`src/rtl/rtc_time_writer_pkg.sv`:
```
`default_nettype none
// ============================================================================
//  Module      : rtc_pkg
//  Description : Shared types, defaults and BCD range check for the RTC write path.
//  Revision    : 1.0 - initial release
// ============================================================================
package rtc_pkg;

    localparam logic [7:0] DEF_ADDR_HOUR = 8'h04;
    localparam logic [7:0] DEF_ADDR_MIN  = 8'h02;
    localparam logic [7:0] DEF_ADDR_SEC  = 8'h00;

    localparam int DEF_T_SETUP = 2;
    localparam int DEF_T_PULSE = 4;
    localparam int DEF_T_HOLD  = 2;

    localparam logic [7:0] BCD_HOUR_MAX   = 8'h23;
    localparam logic [7:0] BCD_MINSEC_MAX = 8'h59;

    typedef enum logic [1:0] {
        SEQ_IDLE  = 2'd0,
        SEQ_REQ   = 2'd1,
        SEQ_WRITE = 2'd2,
        SEQ_DONE  = 2'd3
    } seq_state_t;

    typedef enum logic [2:0] {
        PH_IDLE     = 3'd0,
        PH_A_SETUP  = 3'd1,
        PH_A_STROBE = 3'd2,
        PH_A_HOLD   = 3'd3,
        PH_D_SETUP  = 3'd4,
        PH_D_STROBE = 3'd5,
        PH_D_HOLD   = 3'd6,
        PH_GAP      = 3'd7
    } phase_t;

    // Both digits must be decimal and the packed value must not exceed max.
    function automatic logic bcd_valid(input logic [7:0] value, input logic [7:0] max);
        return (value[7:4] <= 4'd9) && (value[3:0] <= 4'd9) && (value <= max);
    endfunction

endpackage
`default_nettype wire

```
`src/rtl/rtc_time_writer_if.sv`:
```
`default_nettype none
// ============================================================================
//  Module      : rtc_time_writer_if
//  Description : RTC multiplexed AD bus plus bus request/grant pair.
//  Revision    : 1.0 - initial release
// ============================================================================
interface rtc_time_writer_if;
    logic       bus_req;
    logic       bus_gnt;
    logic       rtc_cs_n;
    logic       rtc_wr_n;
    logic       rtc_ale;
    logic       rtc_ad_oe;
    logic [7:0] rtc_ad_out;

    modport master (
        output bus_req, rtc_cs_n, rtc_wr_n, rtc_ale, rtc_ad_oe, rtc_ad_out,
        input  bus_gnt
    );

    modport slave (
        input  bus_req, rtc_cs_n, rtc_wr_n, rtc_ale, rtc_ad_oe, rtc_ad_out,
        output bus_gnt
    );
endinterface
`default_nettype wire

```
`src/rtl/rtc_wr_cycle.sv`:
```
`default_nettype none
// ============================================================================
//  Module      : rtc_wr_cycle
//  Description : One address+data write on the RTC bus, followed by a CS-high gap.
//  Revision    : 1.0 - initial release
// ============================================================================
module rtc_wr_cycle
    import rtc_pkg::*;
#(
    parameter int T_SETUP = DEF_T_SETUP,
    parameter int T_PULSE = DEF_T_PULSE,
    parameter int T_HOLD  = DEF_T_HOLD
) (
    input  logic       clk,
    input  logic       reset,
    input  logic       start,
    input  logic [7:0] addr,
    input  logic [7:0] data,
    output logic       cycle_done,
    output logic       cs_n,
    output logic       wr_n,
    output logic       ale,
    output logic       ad_oe,
    output logic [7:0] ad_out
);

    localparam logic [3:0] C_SETUP = 4'(T_SETUP);
    localparam logic [3:0] C_PULSE = 4'(T_PULSE);
    localparam logic [3:0] C_HOLD  = 4'(T_HOLD);

    phase_t     r_phase, w_phase_nxt;
    logic [3:0] r_cnt, w_cnt_nxt;
    logic [7:0] r_addr, r_data;
    logic       w_last, w_load, w_addr_ph, w_data_ph;

    assign w_last     = (r_cnt == 4'd1);
    assign cycle_done = (r_phase == PH_GAP) && w_last;
    assign w_load     = start && ((r_phase == PH_IDLE) || cycle_done);
    assign w_addr_ph  = (r_phase == PH_A_SETUP) || (r_phase == PH_A_STROBE) || (r_phase == PH_A_HOLD);
    assign w_data_ph  = (r_phase == PH_D_SETUP) || (r_phase == PH_D_STROBE) || (r_phase == PH_D_HOLD);

    always_comb begin
        w_phase_nxt = r_phase;
        w_cnt_nxt   = r_cnt - 4'd1;
        case (r_phase)
            PH_IDLE: begin
                w_cnt_nxt = 4'd0;
                if (start) begin
                    w_phase_nxt = PH_A_SETUP;
                    w_cnt_nxt   = C_SETUP;
                end
            end
            PH_A_SETUP:  if (w_last) begin w_phase_nxt = PH_A_STROBE; w_cnt_nxt = C_PULSE; end
            PH_A_STROBE: if (w_last) begin w_phase_nxt = PH_A_HOLD;   w_cnt_nxt = C_HOLD;  end
            PH_A_HOLD:   if (w_last) begin w_phase_nxt = PH_D_SETUP;  w_cnt_nxt = C_SETUP; end
            PH_D_SETUP:  if (w_last) begin w_phase_nxt = PH_D_STROBE; w_cnt_nxt = C_PULSE; end
            PH_D_STROBE: if (w_last) begin w_phase_nxt = PH_D_HOLD;   w_cnt_nxt = C_HOLD;  end
            PH_D_HOLD:   if (w_last) begin w_phase_nxt = PH_GAP;      w_cnt_nxt = C_HOLD;  end
            PH_GAP: begin
                // Back-to-back registers chain straight from the gap into the next address setup.
                if (w_last) begin
                    if (start) begin
                        w_phase_nxt = PH_A_SETUP;
                        w_cnt_nxt   = C_SETUP;
                    end else begin
                        w_phase_nxt = PH_IDLE;
                        w_cnt_nxt   = 4'd0;
                    end
                end
            end
        endcase
    end

    always_ff @(posedge clk or negedge reset) begin
        if (!reset) begin
            r_phase <= PH_IDLE;
            r_cnt   <= 4'd0;
            r_addr  <= 8'h00;
            r_data  <= 8'h00;
        end else begin
            r_phase <= w_phase_nxt;
            r_cnt   <= w_cnt_nxt;
            if (w_load) begin
                r_addr <= addr;
                r_data <= data;
            end
        end
    end

    // Bus pins are registered copies of the current phase.
    always_ff @(posedge clk or negedge reset) begin
        if (!reset) begin
            cs_n   <= 1'b1;
            wr_n   <= 1'b1;
            ale    <= 1'b0;
            ad_oe  <= 1'b0;
            ad_out <= 8'h00;
        end else begin
            cs_n   <= !(w_addr_ph || w_data_ph);
            ad_oe  <= w_addr_ph || w_data_ph;
            wr_n   <= !((r_phase == PH_A_STROBE) || (r_phase == PH_D_STROBE));
            ale    <= w_addr_ph;
            ad_out <= w_addr_ph ? r_addr : (w_data_ph ? r_data : 8'h00);
        end
    end

endmodule
`default_nettype wire

```
`src/rtl/rtc_time_writer.sv`:
```
`default_nettype none
// ============================================================================
//  Module      : rtc_time_writer
//  Description : Validates a committed BCD time and writes hh/mm/ss to the RTC.
//  Revision    : 1.0 - initial release
// ============================================================================
module rtc_time_writer
    import rtc_pkg::*;
#(
    parameter logic [7:0] ADDR_HOUR = DEF_ADDR_HOUR,
    parameter logic [7:0] ADDR_MIN  = DEF_ADDR_MIN,
    parameter logic [7:0] ADDR_SEC  = DEF_ADDR_SEC,
    parameter int         T_SETUP   = DEF_T_SETUP,
    parameter int         T_PULSE   = DEF_T_PULSE,
    parameter int         T_HOLD    = DEF_T_HOLD
) (
    input  logic              clk,
    input  logic              reset,
    input  logic              commit,
    input  logic [7:0]        hora_in,
    input  logic [7:0]        min_in,
    input  logic [7:0]        seg_in,
    output logic              busy,
    output logic              done,
    output logic              err,
    rtc_time_writer_if.master bus
);

    seq_state_t r_state, w_state_nxt;
    logic [1:0] r_idx, w_sel;
    logic [7:0] r_hora, r_min, r_seg;
    logic [7:0] w_addr, w_data;
    logic       r_err_req, r_active;
    logic       w_start, w_commit_ok, w_accept, w_cycle_done;

    assign w_commit_ok = bcd_valid(hora_in, BCD_HOUR_MAX)
                      && bcd_valid(min_in, BCD_MINSEC_MAX)
                      && bcd_valid(seg_in, BCD_MINSEC_MAX);
    assign w_accept    = (r_state == SEQ_IDLE) && commit && w_commit_ok;

    always_comb begin
        w_state_nxt = r_state;
        w_start     = 1'b0;
        w_sel       = r_idx + 2'd1;
        case (r_state)
            SEQ_IDLE:  if (w_accept) w_state_nxt = SEQ_REQ;
            SEQ_REQ: begin
                // The grant is only looked at here; it is trusted until bus_req drops.
                if (bus.bus_gnt) begin
                    w_start     = 1'b1;
                    w_sel       = 2'd0;
                    w_state_nxt = SEQ_WRITE;
                end
            end
            SEQ_WRITE: begin
                if (w_cycle_done) begin
                    if (r_idx == 2'd2) w_state_nxt = SEQ_DONE;
                    else               w_start     = 1'b1;
                end
            end
            SEQ_DONE:  w_state_nxt = SEQ_IDLE;
        endcase
    end

    always_comb begin
        w_addr = ADDR_SEC;
        w_data = r_seg;
        case (w_sel)
            2'd0:    begin w_addr = ADDR_HOUR; w_data = r_hora; end
            2'd1:    begin w_addr = ADDR_MIN;  w_data = r_min;  end
            default: begin w_addr = ADDR_SEC;  w_data = r_seg;  end
        endcase
    end

    always_ff @(posedge clk or negedge reset) begin
        if (!reset) begin
            r_state   <= SEQ_IDLE;
            r_idx     <= 2'd0;
            r_hora    <= 8'h00;
            r_min     <= 8'h00;
            r_seg     <= 8'h00;
            r_err_req <= 1'b0;
            r_active  <= 1'b0;
            done      <= 1'b0;
            err       <= 1'b0;
        end else begin
            r_state   <= w_state_nxt;
            r_err_req <= (r_state == SEQ_IDLE) && commit && !w_commit_ok;
            if (w_accept) begin
                r_hora <= hora_in;
                r_min  <= min_in;
                r_seg  <= seg_in;
            end
            if (w_start) r_idx <= w_sel;
            // Status outputs trail the state by one register stage, matching the bus pins.
            r_active  <= (r_state == SEQ_REQ) || (r_state == SEQ_WRITE);
            done      <= (r_state == SEQ_DONE);
            err       <= r_err_req;
        end
    end

    assign busy        = r_active;
    assign bus.bus_req = r_active;

    rtc_wr_cycle #(
        .T_SETUP (T_SETUP),
        .T_PULSE (T_PULSE),
        .T_HOLD  (T_HOLD)
    ) u_wr_cycle (
        .clk        (clk),
        .reset      (reset),
        .start      (w_start),
        .addr       (w_addr),
        .data       (w_data),
        .cycle_done (w_cycle_done),
        .cs_n       (bus.rtc_cs_n),
        .wr_n       (bus.rtc_wr_n),
        .ale        (bus.rtc_ale),
        .ad_oe      (bus.rtc_ad_oe),
        .ad_out     (bus.rtc_ad_out)
    );

endmodule
`default_nettype wire

```
`src/flat_wrapper.sv`:
```
// flat-port wrapper written by rule: the top's interface ports become plain ports
module rtc_time_writer_flat import rtc_pkg::*;
#(
    parameter logic [7:0] ADDR_HOUR = DEF_ADDR_HOUR,
    parameter logic [7:0] ADDR_MIN  = DEF_ADDR_MIN,
    parameter logic [7:0] ADDR_SEC  = DEF_ADDR_SEC,
    parameter int         T_SETUP   = DEF_T_SETUP,
    parameter int         T_PULSE   = DEF_T_PULSE,
    parameter int         T_HOLD    = DEF_T_HOLD
)
  (clk, reset, commit, hora_in, min_in, seg_in, busy, done, err, bus_bus_req, bus_rtc_cs_n, bus_rtc_wr_n, bus_rtc_ale, bus_rtc_ad_oe, bus_rtc_ad_out, bus_bus_gnt);
  rtc_time_writer_if bus_i ();
  input  logic clk;
  input  logic reset;
  input  logic commit;
  input  logic [7:0] hora_in;
  input  logic [7:0] min_in;
  input  logic [7:0] seg_in;
  output logic busy;
  output logic done;
  output logic err;
  output wire logic [$bits(bus_i.bus_req)-1:0] bus_bus_req;
  output wire logic [$bits(bus_i.rtc_cs_n)-1:0] bus_rtc_cs_n;
  output wire logic [$bits(bus_i.rtc_wr_n)-1:0] bus_rtc_wr_n;
  output wire logic [$bits(bus_i.rtc_ale)-1:0] bus_rtc_ale;
  output wire logic [$bits(bus_i.rtc_ad_oe)-1:0] bus_rtc_ad_oe;
  output wire logic [$bits(bus_i.rtc_ad_out)-1:0] bus_rtc_ad_out;
  input wire logic [$bits(bus_i.bus_gnt)-1:0] bus_bus_gnt;
  assign bus_bus_req = bus_i.bus_req;
  assign bus_rtc_cs_n = bus_i.rtc_cs_n;
  assign bus_rtc_wr_n = bus_i.rtc_wr_n;
  assign bus_rtc_ale = bus_i.rtc_ale;
  assign bus_rtc_ad_oe = bus_i.rtc_ad_oe;
  assign bus_rtc_ad_out = bus_i.rtc_ad_out;
  assign bus_i.bus_gnt = bus_bus_gnt;
  rtc_time_writer #(.ADDR_HOUR(ADDR_HOUR), .ADDR_MIN(ADDR_MIN), .ADDR_SEC(ADDR_SEC), .T_SETUP(T_SETUP), .T_PULSE(T_PULSE), .T_HOLD(T_HOLD)) u_core (.clk(clk), .reset(reset), .commit(commit), .hora_in(hora_in), .min_in(min_in), .seg_in(seg_in), .busy(busy), .done(done), .err(err), .bus(bus_i));
endmodule
```
`config.mk`:
```
export PLATFORM = sky130hd
export DESIGN_NAME = rtc_time_writer_flat
export DESIGN_NICKNAME = d
export VERILOG_FILES = /design/src/rtl/rtc_time_writer_pkg.sv /design/src/rtl/rtc_time_writer_if.sv /design/src/rtl/rtc_wr_cycle.sv /design/src/rtl/rtc_time_writer.sv /design/src/flat_wrapper.sv
export SDC_FILE = /design/constraint.sdc
export NUM_CORES = 1
export LEC_CHECK = 0
export ABC_AREA = 1
export CORE_MARGIN = 5
export CORE_UTILIZATION = 44
export CTS_CLUSTER_DIAMETER = 150
export DETAILED_ROUTE_END_ITERATION = 8
export GPL_TIMING_DRIVEN = 0
export PLACE_DENSITY_LB_ADDON = 0.15
export SLEW_MARGIN = 0
export SYNTH_ARGS = -nofsm -noshare
export SYNTH_HDL_FRONTEND = slang
export SYNTH_SLANG_ARGS = --single-unit
```
`constraint.sdc`:
```
create_clock -name clk -period 3.05 [get_ports clk]
set_clock_uncertainty 0.2 [all_clocks]
set_input_delay 0.61 -clock clk [delete_from_list [all_inputs] [get_ports clk]]
set_output_delay 0.61 -clock clk [all_outputs]
set_load 0.05 [all_outputs]
```
==> out/qor_table.md, run 1 <==
| Item | This run | Unit |
|---|---|---|
| Dominant delay contributor by cell family on the critical path | buffers and inverters | - |
| Vias per inst | 4.633 | - |
| Global Route Usage Sum | 15.13 | % |
| Clock transition at the registers of the reported paths | 0.07 | ns |
| Area post-placement | 3284 | um2 |
| Number of placement rows | 28 | - |
| Sequential area share after synthesis | 55.70 | % |
| Root buf cell | clkbuf_8 | - |
| Clk buf depth | 2 | - |
| Relative slew slack | 66.13 | % |
| Startpoint class of the critical path | flip-flop | - |
| Fraction of the cycle the final worst path needs | 80.37 | % |
| TritonCTS clock tree | built | - |
| EDFF count, synth | 0 | - |
| Area inside the core boundary | 5991 | um2 |
| Half-perimeter wire length after placement | 3964 | um |
| Most common library cell in the layout ignoring fill and taps | nand2_1 | - |
| Seq cells post-synth | 61 | - |
| Power per cell area | 951.5 | nW/um2 |
| List of cells traversed by the critical path | clkdlybuf4s50_1 | - |
| Post-synth top area share | 53.78 | % |
| Via count of the routed design | 2071 | - |
| Sink count of the clock tree | 61 | - |
| Leading post-synthesis cells by cell area | dfrtp_1 54%, nand2_1 10%, inv_1 7.2% | - |
| Remaining antenna violation count | 0 | - |
| Routed wire per std cell | 12.00 | um |
| Number of clock buffers inserted by TritonCTS | 9 | - |
| Total I/O pin count | 44 | - |
| Number of unique standard cell types used by synthesis | 33 | - |
| Number of remaining DRC errors | 0 | - |
| Via count of the first global-routing pass | 1994 | - |
| Highest Clock Rate | 408.0 | MHz |
| Max-slew violation total from the final report | 0 | - |
| Clk_lat worst skew | 0.33 | ns |
| Stage delay of the slowest cell on the critical path | 0.79 | ns |
| Endpoints failing setup | 0 | - |
| Final hold vios | 0 | - |
| DR pass1 iterations | 4 | - |
| Crit path kind | flip-flop to primary output | - |
| Count of instances resized after the clock tree is built | 0 | - |
| Number of buffers inserted for hold repair after clock tree synthesis | 0 | - |
| Synth area leader | dfrtp_1 | - |
| DR iter-0 viols | 81 | - |
| Post-synthesis average cell area | 8.799 | um2 |
| Synth Warn # | 0 | - |
| Sum of overflow across all layers after global routing | 0 | - |
| Number of max-cap violations | 0 | - |
| Wire length of the first global-routing pass | 9080 | um |
| Kind of end point of the critical path | primary output | - |
| Top_reg_cell synth | dfrtp_1 | - |
| Input/output buffers | 43 | - |
| Maximum fanout encountered on the critical timing path | 1 | - |
| Status | completed | - |
| Post-synth net total | 347 | - |
| Growth of design area from synthesis to finish | 26.94 | % |
| Worst endpoint required time | 2.24 | ns |
| Antenna diodes | 0 | - |
| Post-synth design cell area | 2745 | um2 |
| Largest vdd supply drop | 0.0005123 | V |
| Leakage power summed over all cells | 1.738 | nW |
| Instance count of the mapped netlist | 312 | - |
| Total wire length | 5364 | um |
| Share of synthesized flip-flops with an asynchronous set or reset | 100.0 | % |
| Total power consumption of the routed design | 3.316 | mW |
| Initial Util | 45.82 | % |
| Number of buffers added for setup after CTS | 0 | - |
| Die H | 88.99 | um |
| Routability Congestion | 0.7677 | - |
| RSZ-0062 raised after global routing | no | - |
| Hold Crit Class | input pin to async pin | - |
| Die Span X | 88.99 | um |
| Slew @ Worst Pin | 0.5081 | ns |
| Most frequent cells in the layout | 74 x nand2_1, 59 x dfrtp_1, 53 x inv_1 | - |
| Largest net degree at the start of global routing | 40 | - |
| Buffering stage count on the worst path with inverters included | 1 | - |
| CP Data Arrival Time | 1.64 | ns |
| Final design instance area without fill | 3485 | um2 |
| CP max-delay cell | clkdlybuf4s50_1 | - |
| Total number of H-tree levels | 3 | - |
| Nets@finish | 402 | - |
| Area of the die | 7918 | um2 |
| Proportion of layout cells with a drive suffix above 1 | 10.48 | % |
| Initial antenna violation count | 0 | - |
| Final critical delay including setup and external delays | 2.451 | ns |
logic make-up after synthesis:
kind of cell	synth area share, %
buffers and inverters	8.751
flip-flops	55.70
AO/OA/AOI/OAI	11.81
XOR/XNOR	0.9573
adder cells (fa/ha/maj)	3.190
AND/OR/NAND/NOR	19.60
registers in the layout (all words and copies together), names as in the netlist:
| register | flops |
|---|---|
| u_core.r_hora | 8 |
| u_core.r_min | 8 |
| u_core.r_seg | 8 |
| u_core.u_wr_cycle.ad_out | 8 |
| u_core.u_wr_cycle.r_data | 8 |
| u_core.u_wr_cycle.r_cnt | 4 |
| u_core.u_wr_cycle.r_phase | 3 |
| u_core.r_idx | 2 |
| u_core.r_state | 2 |
| u_core.u_wr_cycle.r_addr | 2 |
| u_core.bus.bus_req | 1 |
| u_core.done | 1 |
| u_core.err | 1 |
| u_core.r_err_req | 1 |
| u_core.u_wr_cycle.ad_oe | 1 |
| u_core.u_wr_cycle.ale | 1 |
| u_core.u_wr_cycle.cs_n | 1 |
| u_core.u_wr_cycle.wr_n | 1 |
layer usage:
layer	vias up	track usage [%]	wire [um]	share of wire, %
li1	1084	-	-	-
met2	41	23.89	2511	47
met1	939	19.89	2503	47
met4	0	7.307	87	1.6
met3	7	3.226	262	4.9
met5	-	0	0	0
power by group:
group	internal (mW)	switching [mW]
clock network	0.396	0.314
registers	1.05	0.118
logic	0.480	0.956
Yosys cell counts, drive strengths merged (2+ instances only):
cell type / count
a21oi: 13
and2: 2
buf: 2
clkbuf: 4
dfrtp: 59
dfstp: 2
ha: 7
inv: 55
nand2: 79
nand3: 14
nor2: 27
o21ai: 36
o22ai: 2
xor2: 2
path summary, 6_finish.rpt:
check                           cells after the start  slack (ns)                    from                          end
max in group asynchronous                           2        2.02                   reset             u_core.r_hora[2]
worst min register to register                      0        0.17        u_core.r_err_req                   u_core.err
worst min-delay path                                1        0.04                   reset  u_core.u_wr_cycle.ad_out[2]
worst max-delay path                                1        0.60  u_core.u_wr_cycle.cs_n                 bus_rtc_cs_n
min in group clk                                    0        0.17        u_core.r_err_req                   u_core.err
worst max register to register                      8        1.03       u_core.r_state[0]             u_core.r_hora[1]
through the flow:
stage / instances / utilization (%) / hold slack (ns) / setup TNS, ns / setup WS, ns
after floorplan: 312 / - / 0.1144 / 0 / 1.308
after global routing: 447 / 58.17 / 0.08042 / 0 / 0.5592
after global placement: 430 / 54.57 / 0.1511 / -46.42 / -0.7869
final: 447 / 58.17 / 0.04125 / 0 / 0.5989
after CTS: 447 / 58.17 / 0.05403 / 0 / 0.5779
after detailed placement: 431 / 54.82 / 0.1503 / 0 / 0.4745
cell type report:
cell class | count | area [um2]
plain buffers | 6 | 33.78
clock buffers | 10 | 137.6
clock inverters | 6 | 62.56
fillers | 554 | 2506
inverters | 55 | 206.4
multi-input cells | 190 | 975.9
flip-flops and latches | 61 | 1529
well taps | 75 | 93.84
repair buffers | 44 | 445.4
No activity file was read; power rests on OpenSTA's default activity.
==> inputs of run 2 (changes only) <==
==> constraint.sdc (replaced) <==
create_clock -name clk -period 2.3 [get_ports clk]
set_clock_uncertainty 0.2 [all_clocks]
set_input_delay 0.46 -clock clk [delete_from_list [all_inputs] [get_ports clk]]
set_output_delay 0.46 -clock clk [all_outputs]
set_load 0.05 [all_outputs]
==> run 2 against run 1 <==
Via count increased by 0.29%. Setup slack got worse by 0.51 ns. Register-to-register slack worse by 0.75 ns. Count of clock-buffer cells in the layout is the same. Sequential power increased by 32%. Wire length increased by 0.19%. First-iteration DRC count decreased by 4.9%. Sequential share of layout area shrank 0.094 points. Critical endpoint is now busy. Largest power group unchanged.
==> out/qor_table.md, run 2 (synthesized netlist as in run 1, its figures left out) <==
| Item | This run | Unit |
|---|---|---|
| Via count of the routed design | 2077 | - |
| Relative slew slack | 66.15 | % |
| List of cells traversed by the critical path | buf_4 > clkdlybuf4s50_1 | - |
| Area inside the core boundary | 5991 | um2 |
| Clk_lat worst skew | 0.33 | ns |
| Cell depth of the worst setup path | 2 | - |
| Status | completed | - |
| Largest net degree at the start of global routing | 40 | - |
| Sequential share of power | 35.3 | % |
| Maximum fanout encountered on the critical timing path | 2 | - |
| DR iter-0 viols | 77 | - |
| Launch point of the worst reg-to-reg path | u_core.r_state[0] | - |
| Sw Share | 41.97 | % |
| Via count of the first global-routing pass | 2005 | - |
| Routability Congestion | 0.7677 | - |
| Worst setup path start | u_core.bus.bus_req | - |
| Endpoint of the lowest-slack register-to-register path | u_core.r_hora[1] | - |
| Max-slew violation total from the final report | 0 | - |
| Number of remaining DRC errors | 0 | - |
| Highest Clock Rate | 452.2 | MHz |
| Worst endpoint required time | 1.64 | ns |
| Growth of design area from synthesis to finish | 27.21 | % |
| Vias per inst | 4.636 | - |
| CP Data Arrival Time | 1.55 | ns |
| Net load switching power | 1.842 | mW |
| Count of placed standard cells in the final layout, fillers left out | 448 | - |
| Initial Util | 45.82 | % |
| Cell Int Power | 2.546 | mW |
| Input/output buffers | 43 | - |
| Remaining antenna violation count | 0 | - |
| Final critical delay including setup and external delays | 2.211 | ns |
| Crit path kind | flip-flop to primary output | - |
| Startpoint class of the critical path | flip-flop | - |
| Dominant delay contributor by cell family on the critical path | buffers and inverters | - |
| Wire length of the first global-routing pass | 9080 | um |
| Clock network fraction of total power | 21.5 | % |
| Total wire length | 5374 | um |
| Leakage power summed over all cells | 1.744 | nW |
| Final core utilization | 58.29 | % |
| Antenna diodes | 0 | - |
| TritonCTS clock tree | built | - |
| Stage delay of the slowest cell on the critical path | 0.78 | ns |
| Number of max-cap violations | 0 | - |
| Power per cell area | 1256 | nW/um2 |
| Half-perimeter wire length after placement | 3964 | um |
| Area of the die | 7918 | um2 |
| Total I/O pin count | 44 | - |
| Most common library cell in the layout ignoring fill and taps | nand2_1 | - |
| Die Span X | 88.99 | um |
| Number of buffers added for setup after CTS | 0 | - |
| Fraction of the cycle the final worst path needs | 96.14 | % |
| Slew @ Worst Pin | 0.5078 | ns |
| Die H | 88.99 | um |
| Proportion of layout cells with a drive suffix above 1 | 10.46 | % |
| Routed wire per std cell | 12.00 | um |
| Final hold vios | 0 | - |
| Final total negative setup slack | 0 | ns |
| Final Hold Slack | 0.1671 | ns |
| Clock transition at the registers of the reported paths | 0.07 | ns |
| Sink count of the clock tree | 61 | - |
| Most frequent cells in the layout | 74 x nand2_1, 59 x dfrtp_1, 53 x inv_1 | - |
| Largest vdd supply drop | 0.0006540 | V |
| Initial antenna violation count | 0 | - |
| Number of placement rows | 28 | - |
| DR pass1 iterations | 4 | - |
| Hold Crit Class | flip-flop to flip-flop | - |
| Endpoints failing setup | 0 | - |
| Clk buf depth | 2 | - |
| Nets@finish | 403 | - |
| Number of cells in the design after placement | 431 | - |
| Total number of H-tree levels | 3 | - |
| RSZ-0062 raised after global routing | no | - |
| CP max-delay cell | clkdlybuf4s50_1 | - |
| Global Route Usage Sum | 15.13 | % |
| Start point of the worst min-delay path | u_core.r_err_req | - |
| Kind of end point of the critical path | primary output | - |
| Sum of overflow across all layers after global routing | 0 | - |
| Path depth of the worst reg2reg path | 8 | - |
| Endpoint of the most critical setup path | busy | - |
| Buffering stage count on the worst path with inverters included | 2 | - |
| Logic pwr share | 43.2 | % |
| Root buf cell | clkbuf_8 | - |
| Reg2reg setup slack | 0.28 | ns |
| Number of clock buffers inserted by TritonCTS | 9 | - |
## run 2: how the worst min path moves through the flow
stage | end | cells past startpoint
finish | u_core.err | 0
detailed placement | u_core.err | 0
CTS | u_core.err | 0
floorplan | u_core.bus.bus_req | 0
global placement | u_core.err | 0
global route | u_core.err | 0
## run 2: power groups by stage
stage	clock network, mW	registers [mW]	logic, mW
3_3_place_gp	0	1.56	1.87
3_5_place_dp	0	1.57	1.92
4_1_cts	0.963	1.55	1.92
5_1_grt	1.01	1.59	2.12
2_1_floorplan	0	1.90	1.03
6_report	0.941	1.55	1.90
## run 2: stage by stage
stage / worst slack, ns / area [um2] / power, mW
CTS: 0.07011 / 3492 / 4.435
global placement: -1.387 / 3269 / 3.437
global route: 0.02589 / 3492 / 4.717
detailed placement: -0.1255 / 3284 / 3.495
finish: 0.08878 / 3492 / 4.388
floorplan: 0.6135 / 2745 / 2.926
## run 2: cell type report
cell class,instances,area (um2)
multi-input cells,190,975.9
clock inverters,6,62.56
plain buffers,6,33.78
fillers,555,2499
inverters,55,206.4
flip-flops and latches,61,1529
clock buffers,10,137.6
repair buffers,45,452.9
well taps,75,93.84
## run 2: metal layers
| layer | part of all wire [%] | global-route usage, % | vias to the layer above |
|---|---|---|---|
| met5 | 0 | 0 | - |
| met4 | 1.5 | 7.307 | 0 |
| met3 | 5.7 | 3.226 | 7 |
| met2 | 47 | 23.95 | 50 |
| met1 | 46 | 19.83 | 932 |
| li1 | - | - | 1088 |
## run 2: what timing repair did
action | 4_1_cts | 5_1_grt
hold buffers | 1 | 0
endpoints found under the setup margin | 2 | 0
endpoints found under the hold margin | 20 | 0
gates resized for setup | 2 | 0
